$ cat src/rtl/mips_isa_pkg.sv
// MIPS instruction-set constants shared by the fetch-side queue and its field decoder.
// Opcodes, field bit positions and the coarse instruction class encoding.
package mips_isa_pkg;

  localparam int INSTR_W = 32;

  localparam logic [5:0] OP_RTYPE = 6'h00;
  localparam logic [5:0] OP_J     = 6'h02;
  localparam logic [5:0] OP_JAL   = 6'h03;
  localparam logic [5:0] OP_ANDI  = 6'h0C;
  localparam logic [5:0] OP_ORI   = 6'h0D;
  localparam logic [5:0] OP_XORI  = 6'h0E;

  localparam int OP_LSB    = 26;
  localparam int RS_LSB    = 21;
  localparam int RT_LSB    = 16;
  localparam int RD_LSB    = 11;
  localparam int SHAMT_LSB = 6;
  localparam int FUNCT_LSB = 0;
  localparam int IMM_LSB   = 0;
  localparam int JIDX_W    = 26;

  typedef enum logic [1:0] {
    ITYPE_R = 2'd0,
    ITYPE_J = 2'd1,
    ITYPE_I = 2'd2
  } itype_e;

  function automatic itype_e classify(input logic [5:0] op);
    case (op)
      OP_RTYPE:     return ITYPE_R;
      OP_J, OP_JAL: return ITYPE_J;
      default:      return ITYPE_I;
    endcase
  endfunction

  // Logical immediates take an unsigned operand; everything else sign-extends.
  function automatic logic is_zero_ext(input logic [5:0] op);
    return (op == OP_ANDI) || (op == OP_ORI) || (op == OP_XORI);
  endfunction

endpackage

$ cat src/rtl/instr_queue_decoder_if.sv
// Fetch-side and decode-side handshake bundle of the instruction queue.
// The queue uses the slave view; the surrounding pipeline uses the master view.
interface instr_queue_decoder_if #(
  parameter int PC_W  = 32,
  parameter int CNT_W = 3
);
  import mips_isa_pkg::*;

  logic             flush;
  logic             in_valid;
  logic             in_ready;
  logic [31:0]      in_instr;
  logic [PC_W-1:0]  in_pc;

  logic             out_valid;
  logic             out_ready;
  logic [PC_W-1:0]  out_pc;
  logic [5:0]       op;
  logic [5:0]       funct;
  logic [4:0]       rs;
  logic [4:0]       rt;
  logic [4:0]       rd;
  logic [4:0]       shamt;
  logic [15:0]      imm16;
  logic [31:0]      imm_ext;
  logic [PC_W-1:0]  jtarget;
  itype_e           itype;
  logic [CNT_W-1:0] count;

  modport master (
    output flush, in_valid, in_instr, in_pc, out_ready,
    input  in_ready, out_valid, out_pc, op, funct, rs, rt, rd, shamt,
           imm16, imm_ext, jtarget, itype, count
  );

  modport slave (
    input  flush, in_valid, in_instr, in_pc, out_ready,
    output in_ready, out_valid, out_pc, op, funct, rs, rt, rd, shamt,
           imm16, imm_ext, jtarget, itype, count
  );

endinterface

$ cat src/rtl/instr_field_split.sv
// Purely combinational split of a MIPS word into its fields, extended
// immediate, pseudo-direct jump target and instruction class.
module instr_field_split
  import mips_isa_pkg::*;
#(
  parameter int PC_W = 32
) (
  input  logic [INSTR_W-1:0] instr,
  input  logic [PC_W-1:0]    pc,
  output logic [5:0]         op,
  output logic [4:0]         rs,
  output logic [4:0]         rt,
  output logic [4:0]         rd,
  output logic [4:0]         shamt,
  output logic [5:0]         funct,
  output logic [15:0]        imm16,
  output logic [31:0]        imm_ext,
  output logic [PC_W-1:0]    jtarget,
  output itype_e             itype
);

  assign op    = instr[OP_LSB    +: 6];
  assign rs    = instr[RS_LSB    +: 5];
  assign rt    = instr[RT_LSB    +: 5];
  assign rd    = instr[RD_LSB    +: 5];
  assign shamt = instr[SHAMT_LSB +: 5];
  assign funct = instr[FUNCT_LSB +: 6];
  assign imm16 = instr[IMM_LSB   +: 16];

  assign imm_ext = is_zero_ext(op) ? {16'h0000, imm16} : {{16{imm16[15]}}, imm16};
  assign itype   = classify(op);

  // Region bits come from the delay-slot PC, so a jump in the last word of a
  // 256 MB region lands in the next one.
  generate
    if (PC_W > 28) begin : g_region
      logic [PC_W-1:0] pc_plus4;
      assign pc_plus4 = pc + PC_W'(4);
      assign jtarget  = {pc_plus4[PC_W-1:28], instr[JIDX_W-1:0], 2'b00};
    end else begin : g_flat
      logic unused_pc;
      assign unused_pc = ^pc;
      assign jtarget   = {instr[JIDX_W-1:0], 2'b00};
    end
  endgenerate

endmodule

$ cat src/rtl/instr_queue_decoder.sv
// Instruction queue between fetch and decode: DEPTH-entry circular buffer of
// {instr, pc} with the head entry presented already decoded.
module instr_queue_decoder
  import mips_isa_pkg::*;
#(
  parameter int DEPTH = 4,
  parameter int PC_W  = 32
) (
  input logic                 clk,
  input logic                 rst,
  instr_queue_decoder_if.slave bus
);

  localparam int PTR_W = $clog2(DEPTH);
  localparam int CNT_W = PTR_W + 1;

  logic [INSTR_W-1:0] instr_mem_q [DEPTH];
  logic [PC_W-1:0]    pc_mem_q    [DEPTH];

  logic [PTR_W-1:0] wptr_q, wptr_d;
  logic [PTR_W-1:0] rptr_q, rptr_d;
  logic [CNT_W-1:0] count_q, count_d;

  logic not_full;
  logic not_empty;
  logic push;
  logic pop;
  logic wr_en;

  // Handshake flags come straight from the registered count, keeping
  // out_ready and in_valid off any combinational path to the other side.
  assign not_full  = (count_q != CNT_W'(DEPTH));
  assign not_empty = (count_q != '0);
  assign push      = bus.in_valid  & not_full;
  assign pop       = not_empty     & bus.out_ready;
  assign wr_en     = push & ~bus.flush & ~rst;

  assign bus.in_ready  = not_full;
  assign bus.out_valid = not_empty;
  assign bus.count     = count_q;

  always_comb begin
    // NOTE: every next-state signal gets its hold value first, so no path
    // through this block can leave one unassigned and infer a latch.
    wptr_d  = wptr_q;
    rptr_d  = rptr_q;
    count_d = count_q;
    if (bus.flush) begin
      wptr_d  = '0;
      rptr_d  = '0;
      count_d = '0;
    end else begin
      if (push) wptr_d = wptr_q + PTR_W'(1);
      if (pop)  rptr_d = rptr_q + PTR_W'(1);
      count_d = count_q + CNT_W'(push) - CNT_W'(pop);
    end
  end

  // NOTE: reset here is synchronous and active-high; the state register
  // uses non-blocking assignments so every flop samples pre-edge values.
  always_ff @(posedge clk) begin
    if (rst) begin
      wptr_q  <= '0;
      rptr_q  <= '0;
      count_q <= '0;
    end else begin
      wptr_q  <= wptr_d;
      rptr_q  <= rptr_d;
      count_q <= count_d;
    end
  end

  // NOTE: the storage array is deliberately not reset; an entry is only
  // observable once count covers it, and the head view is gated below.
  always_ff @(posedge clk) begin
    if (wr_en) begin
      instr_mem_q[wptr_q] <= bus.in_instr;
      pc_mem_q[wptr_q]    <= bus.in_pc;
    end
  end

  logic [INSTR_W-1:0] head_instr;
  logic [PC_W-1:0]    head_pc;

  // A zero word at PC 0 decodes to all-zero fields, class R, and a zero jump target.
  assign head_instr = not_empty ? instr_mem_q[rptr_q] : '0;
  assign head_pc    = not_empty ? pc_mem_q[rptr_q]    : '0;
  assign bus.out_pc = head_pc;

  instr_field_split #(
    .PC_W (PC_W)
  ) u_split (
    .instr   (head_instr),
    .pc      (head_pc),
    .op      (bus.op),
    .rs      (bus.rs),
    .rt      (bus.rt),
    .rd      (bus.rd),
    .shamt   (bus.shamt),
    .funct   (bus.funct),
    .imm16   (bus.imm16),
    .imm_ext (bus.imm_ext),
    .jtarget (bus.jtarget),
    .itype   (bus.itype)
  );

endmodule
$ cat src/flat_wrapper.sv
// flat-port wrapper written by rule: the top's interface ports become plain ports
module instr_queue_decoder_flat import mips_isa_pkg::*;
#(
  parameter int DEPTH = 4,
  parameter int PC_W  = 32
)
  (clk, rst, bus_flush, bus_in_valid, bus_in_instr, bus_in_pc, bus_out_ready, bus_in_ready, bus_out_valid, bus_out_pc, bus_op, bus_funct, bus_rs, bus_rt, bus_rd, bus_shamt, bus_imm16, bus_imm_ext, bus_jtarget, bus_itype, bus_count);
  instr_queue_decoder_if #(.PC_W(PC_W)) bus_i ();
  input logic clk;
  input logic rst;
  input wire logic [$bits(bus_i.flush)-1:0] bus_flush;
  input wire logic [$bits(bus_i.in_valid)-1:0] bus_in_valid;
  input wire logic [$bits(bus_i.in_instr)-1:0] bus_in_instr;
  input wire logic [$bits(bus_i.in_pc)-1:0] bus_in_pc;
  input wire logic [$bits(bus_i.out_ready)-1:0] bus_out_ready;
  output wire logic [$bits(bus_i.in_ready)-1:0] bus_in_ready;
  output wire logic [$bits(bus_i.out_valid)-1:0] bus_out_valid;
  output wire logic [$bits(bus_i.out_pc)-1:0] bus_out_pc;
  output wire logic [$bits(bus_i.op)-1:0] bus_op;
  output wire logic [$bits(bus_i.funct)-1:0] bus_funct;
  output wire logic [$bits(bus_i.rs)-1:0] bus_rs;
  output wire logic [$bits(bus_i.rt)-1:0] bus_rt;
  output wire logic [$bits(bus_i.rd)-1:0] bus_rd;
  output wire logic [$bits(bus_i.shamt)-1:0] bus_shamt;
  output wire logic [$bits(bus_i.imm16)-1:0] bus_imm16;
  output wire logic [$bits(bus_i.imm_ext)-1:0] bus_imm_ext;
  output wire logic [$bits(bus_i.jtarget)-1:0] bus_jtarget;
  output wire logic [$bits(bus_i.itype)-1:0] bus_itype;
  output wire logic [$bits(bus_i.count)-1:0] bus_count;
  assign bus_i.flush = bus_flush;
  assign bus_i.in_valid = bus_in_valid;
  assign bus_i.in_instr = bus_in_instr;
  assign bus_i.in_pc = bus_in_pc;
  assign bus_i.out_ready = bus_out_ready;
  assign bus_in_ready = bus_i.in_ready;
  assign bus_out_valid = bus_i.out_valid;
  assign bus_out_pc = bus_i.out_pc;
  assign bus_op = bus_i.op;
  assign bus_funct = bus_i.funct;
  assign bus_rs = bus_i.rs;
  assign bus_rt = bus_i.rt;
  assign bus_rd = bus_i.rd;
  assign bus_shamt = bus_i.shamt;
  assign bus_imm16 = bus_i.imm16;
  assign bus_imm_ext = bus_i.imm_ext;
  assign bus_jtarget = bus_i.jtarget;
  assign bus_itype = bus_i.itype;
  assign bus_count = bus_i.count;
  instr_queue_decoder #(.DEPTH(DEPTH), .PC_W(PC_W)) u_core (.clk(clk), .rst(rst), .bus(bus_i));
endmodule
$ cat config.mk
export PLATFORM = sky130hd
export DESIGN_NAME = instr_queue_decoder_flat
export DESIGN_NICKNAME = d
export VERILOG_FILES = /design/src/rtl/mips_isa_pkg.sv /design/src/rtl/instr_queue_decoder_if.sv /design/src/rtl/instr_field_split.sv /design/src/rtl/instr_queue_decoder.sv /design/src/flat_wrapper.sv
export SDC_FILE = /design/constraint.sdc
export NUM_CORES = 1
export LEC_CHECK = 0
export ABC_AREA = 1
export CORE_ASPECT_RATIO = 0.75
export CORE_MARGIN = 2
export CORE_UTILIZATION = 40
export DETAILED_ROUTE_END_ITERATION = 10
export SLEW_MARGIN = 0
export SYNTH_ARGS = -nofsm -noshare
export SYNTH_HDL_FRONTEND = slang
export SYNTH_SLANG_ARGS = --single-unit
$ cat constraint.sdc
create_clock -name clk -period 6.1 [get_ports clk]
set_clock_uncertainty 0.05 [all_clocks]
set_input_delay 0.915 -clock clk [delete_from_list [all_inputs] [get_ports clk]]
set_output_delay 0.915 -clock clk [all_outputs]
set_load 0.005 [all_outputs]
==> impl_metrics.yaml <==
clock_tree:
  cts_made_buffers: 28
  cts_resized: 0
  cts_sinks: 265
  cts_root_buf: "clkbuf_16"
  cts_buffer_depth: 3
  h-tree-depth: 1
  hold_buffers: 0
  postCtsSetupRepairBufs: 0
  cts_tree: "built"
  clk_pin_slew_ns: 0.06
  clk_latency_ns: 0.52
status:
  status: "complete, no violations"
finish:
  nFillCells: 2549
  syn_to_final_growth_pct: 24.4
  fin_nets: 1349
  drive_gt1_share_pct: 5.18
detailed_routing:
  drtPass1Iterations: 5
  wl_per_cell_um: 16.6
  drc: 0
  viasPerCell: 4.71
  drt-initial-drc-count: 567
  vias: 7941
  ant_nets: 0
  wl_um: 28000
synth:
  syn_inst: 1136
  synthTopCellsByCount: "edfxtp_1 (256), nand2_1 (209), nor2_1 (188), inv_1 (111), nand3_1 (83)"
  synth-edff-count: 256
  ys_warn_count: 0
  synth_top_area_share_pct: 64.7
  synth_largest_area_cell: "edfxtp_1"
  ys_types: 25
  syn_area_per_cell_sq_um: 10.5
  synthArstFlopShare_pct: 0
  synth-seq-cells: 265
  synthTopCellsByArea: "edfxtp_1 (65%), nand2_1 (6.6%), nor2_1 (5.9%), buf_4 (5.1%), inv_1 (3.5%)"
  ys.flop_type: "edfxtp_1"
  yosysMostFrequentCell: "edfxtp_1"
  synth_area_sq_um: 11900
  seq_area_frac_synth_pct: 66.2
floorplan:
  die_h_um: 153
  io_pins: 220
  die-area_sq_um: 31100
  die_w_um: 203
  initial_utilization_pct: 40.8
  rows: 54
  core_area_sq_um: 29100
critical_path:
  critical_path_arrival_ns: 3.87
  path_max_fanout: 60
  worstPathRequired_ns: 5.13
  critPathKind: "flip-flop to output pin"
  crit_path_start_kind: "flip-flop"
  crit_path_end_kind: "output pin"
sta:
  slew_viol_final: 0
  slew_headroom_pct: 27.7
  fin_tns_setup_ns: 0
  finalCritPeriodShare_pct: 79.2
  rsz0062_at_grt: "no"
  finalSetupViolCount: 0
  finalHoldViolations: 0
  max_freq_mhz: 207
  setup_slack_ns: 1.27
  period_needed_ns: 4.83
  worst_slew_pin_slew_ns: 1.08
placement:
  dp_slack_ns: 1.72
  port_buffers: 217
  routabilityCongestion: 0.866
  post-dp-hpwl_um: 17400
power_and_ir_drop:
  power.leakage_nw: 5.46
  peakVddDrop_mv: 0.198
  power_density_nw_per_um2: 301
global_routing:
  antenna_found_initial: 1
  grt_overflow: 0
  first_global_vias: 7353
  grt_pass1_wl_um: 43300
  grt_use_total_pct: 17.8
  grt_max_degree: 81
hold_path:
  hold_class: "flip-flop to flip-flop"
flow_run:
  drv_cap: 0
[metrics by stage]
stage	instances	util, %	hold WS (ns)	power [mW]	cell area [sq um]
floorplan	1137	-	0.386	2.46	11900
global placement	1635	47.6	0.397	2.83	13900
detailed placement	1635	47.6	0.398	2.84	13900
CTS	1686	50.7	0.410	4.50	14800
global route	1686	50.7	0.434	4.63	14800
finish	1687	50.7	0.407	4.45	14800
[layout by cell type, fill, tap and decap left out, types with 2 or more instances in the layout]
cell type	count
conb_1	2
nor2_1	184
a21oi_1	58
clkinv_1	11
ha_1	6
or2_1	2
nand2_1	209
inv_2	3
dfxtp_1	7
buf_12	2
clkbuf_1	3
or2_2	3
clkinvlp_4	3
clkinv_2	5
nand3_1	83
clkdlybuf4s50_1	217
clkbuf_16	29
edfxtp_1	256
o21ai_0	70
buf_4	12
o21ai_1	4
bufinv_16	3
inv_1	111
nor2_4	4
[state kept, by name, summed over array words and instances (netlist names), named ones only]
register	cells
u_core.pc_mem_q	128
u_core.wptr_q	2
u_core.rptr_q	2
u_core.bus.count	3
u_core.instr_mem_q	128
[routing by layer]
metal	vias to the layer above	track usage (%)	part of all wire (%)
met4	0	3.34	1.7
met1	3765	25.2	47
met5	-	0	0
met3	33	2.77	4.9
li1	3961	-	-
met2	182	29.5	47
[worst max-delay path, cell delays in order (launching register included)]
cell and delay [ns]:
dfxtp_4 0.76, clkinv_2 0.63, buf_12 0.37, nand2_1 0.08, nand3_1 0.08, nand2_1 0.20
nand3_1 0.17, nor2_1 0.14, nand2_1 0.06, nor2_1 0.11, nand3_1 0.09, nand2_1 0.09
clkdlybuf4s50_1 0.50
[logic make-up (layout without fill, tap and decap cells)]
| group | Yosys count | after routing | synth area share [%] |
|---|---|---|---|
| flip-flops | 265 | 265 | 66.2 |
| adder cells (fa/ha/maj) | 7 | 7 | 0.801 |
| AND/OR/NAND/NOR | 487 | 487 | 16.4 |
| AO/OA/AOI/OAI | 133 | 133 | 5.63 |
| buffers and inverters | 242 | 399 | 10.8 |
| other | 1 | 3 | 0.0316 |
| XOR/XNOR | 1 | 1 | 0.0738 |
[power breakdown]
group	switching [mW]	internal, mW	leakage [nW]	total [mW]
Combinational	0.362	0.387	2.64	0.750
Sequential	0.0160	2.02	2.39	2.04
Clock	0.672	0.986	0.434	1.66
Total	1.05	3.40	5.46	4.45
[path summary, 6_finish.rpt]
path	slack [ns]	start	cells after the start	endpoint
worst min-delay path	0.41	u_core.rptr_q[1]	2	flip-flop
worst min register to register	0.41	u_core.rptr_q[1]	2	flip-flop
worst max register to register	3.24	u_core.bus.count[1]	7	u_core.instr_mem_q[3][25]
worst max-delay path	1.27	flip-flop	12	bus_jtarget[28]
[cell type report]
type,count,area (sq um),share of cell area [%]
flip-flops and latches,265,7870,53.3
multi-input cells,630,2760,18.7
repair buffers,231,2300,15.6
clock buffers,32,737,4.99
well taps,392,490,3.32
inverters,117,440,2.98
clock inverters,19,166,1.13
diodes,1,2.50,0.0169
Power figures use the tool's default switching activity.
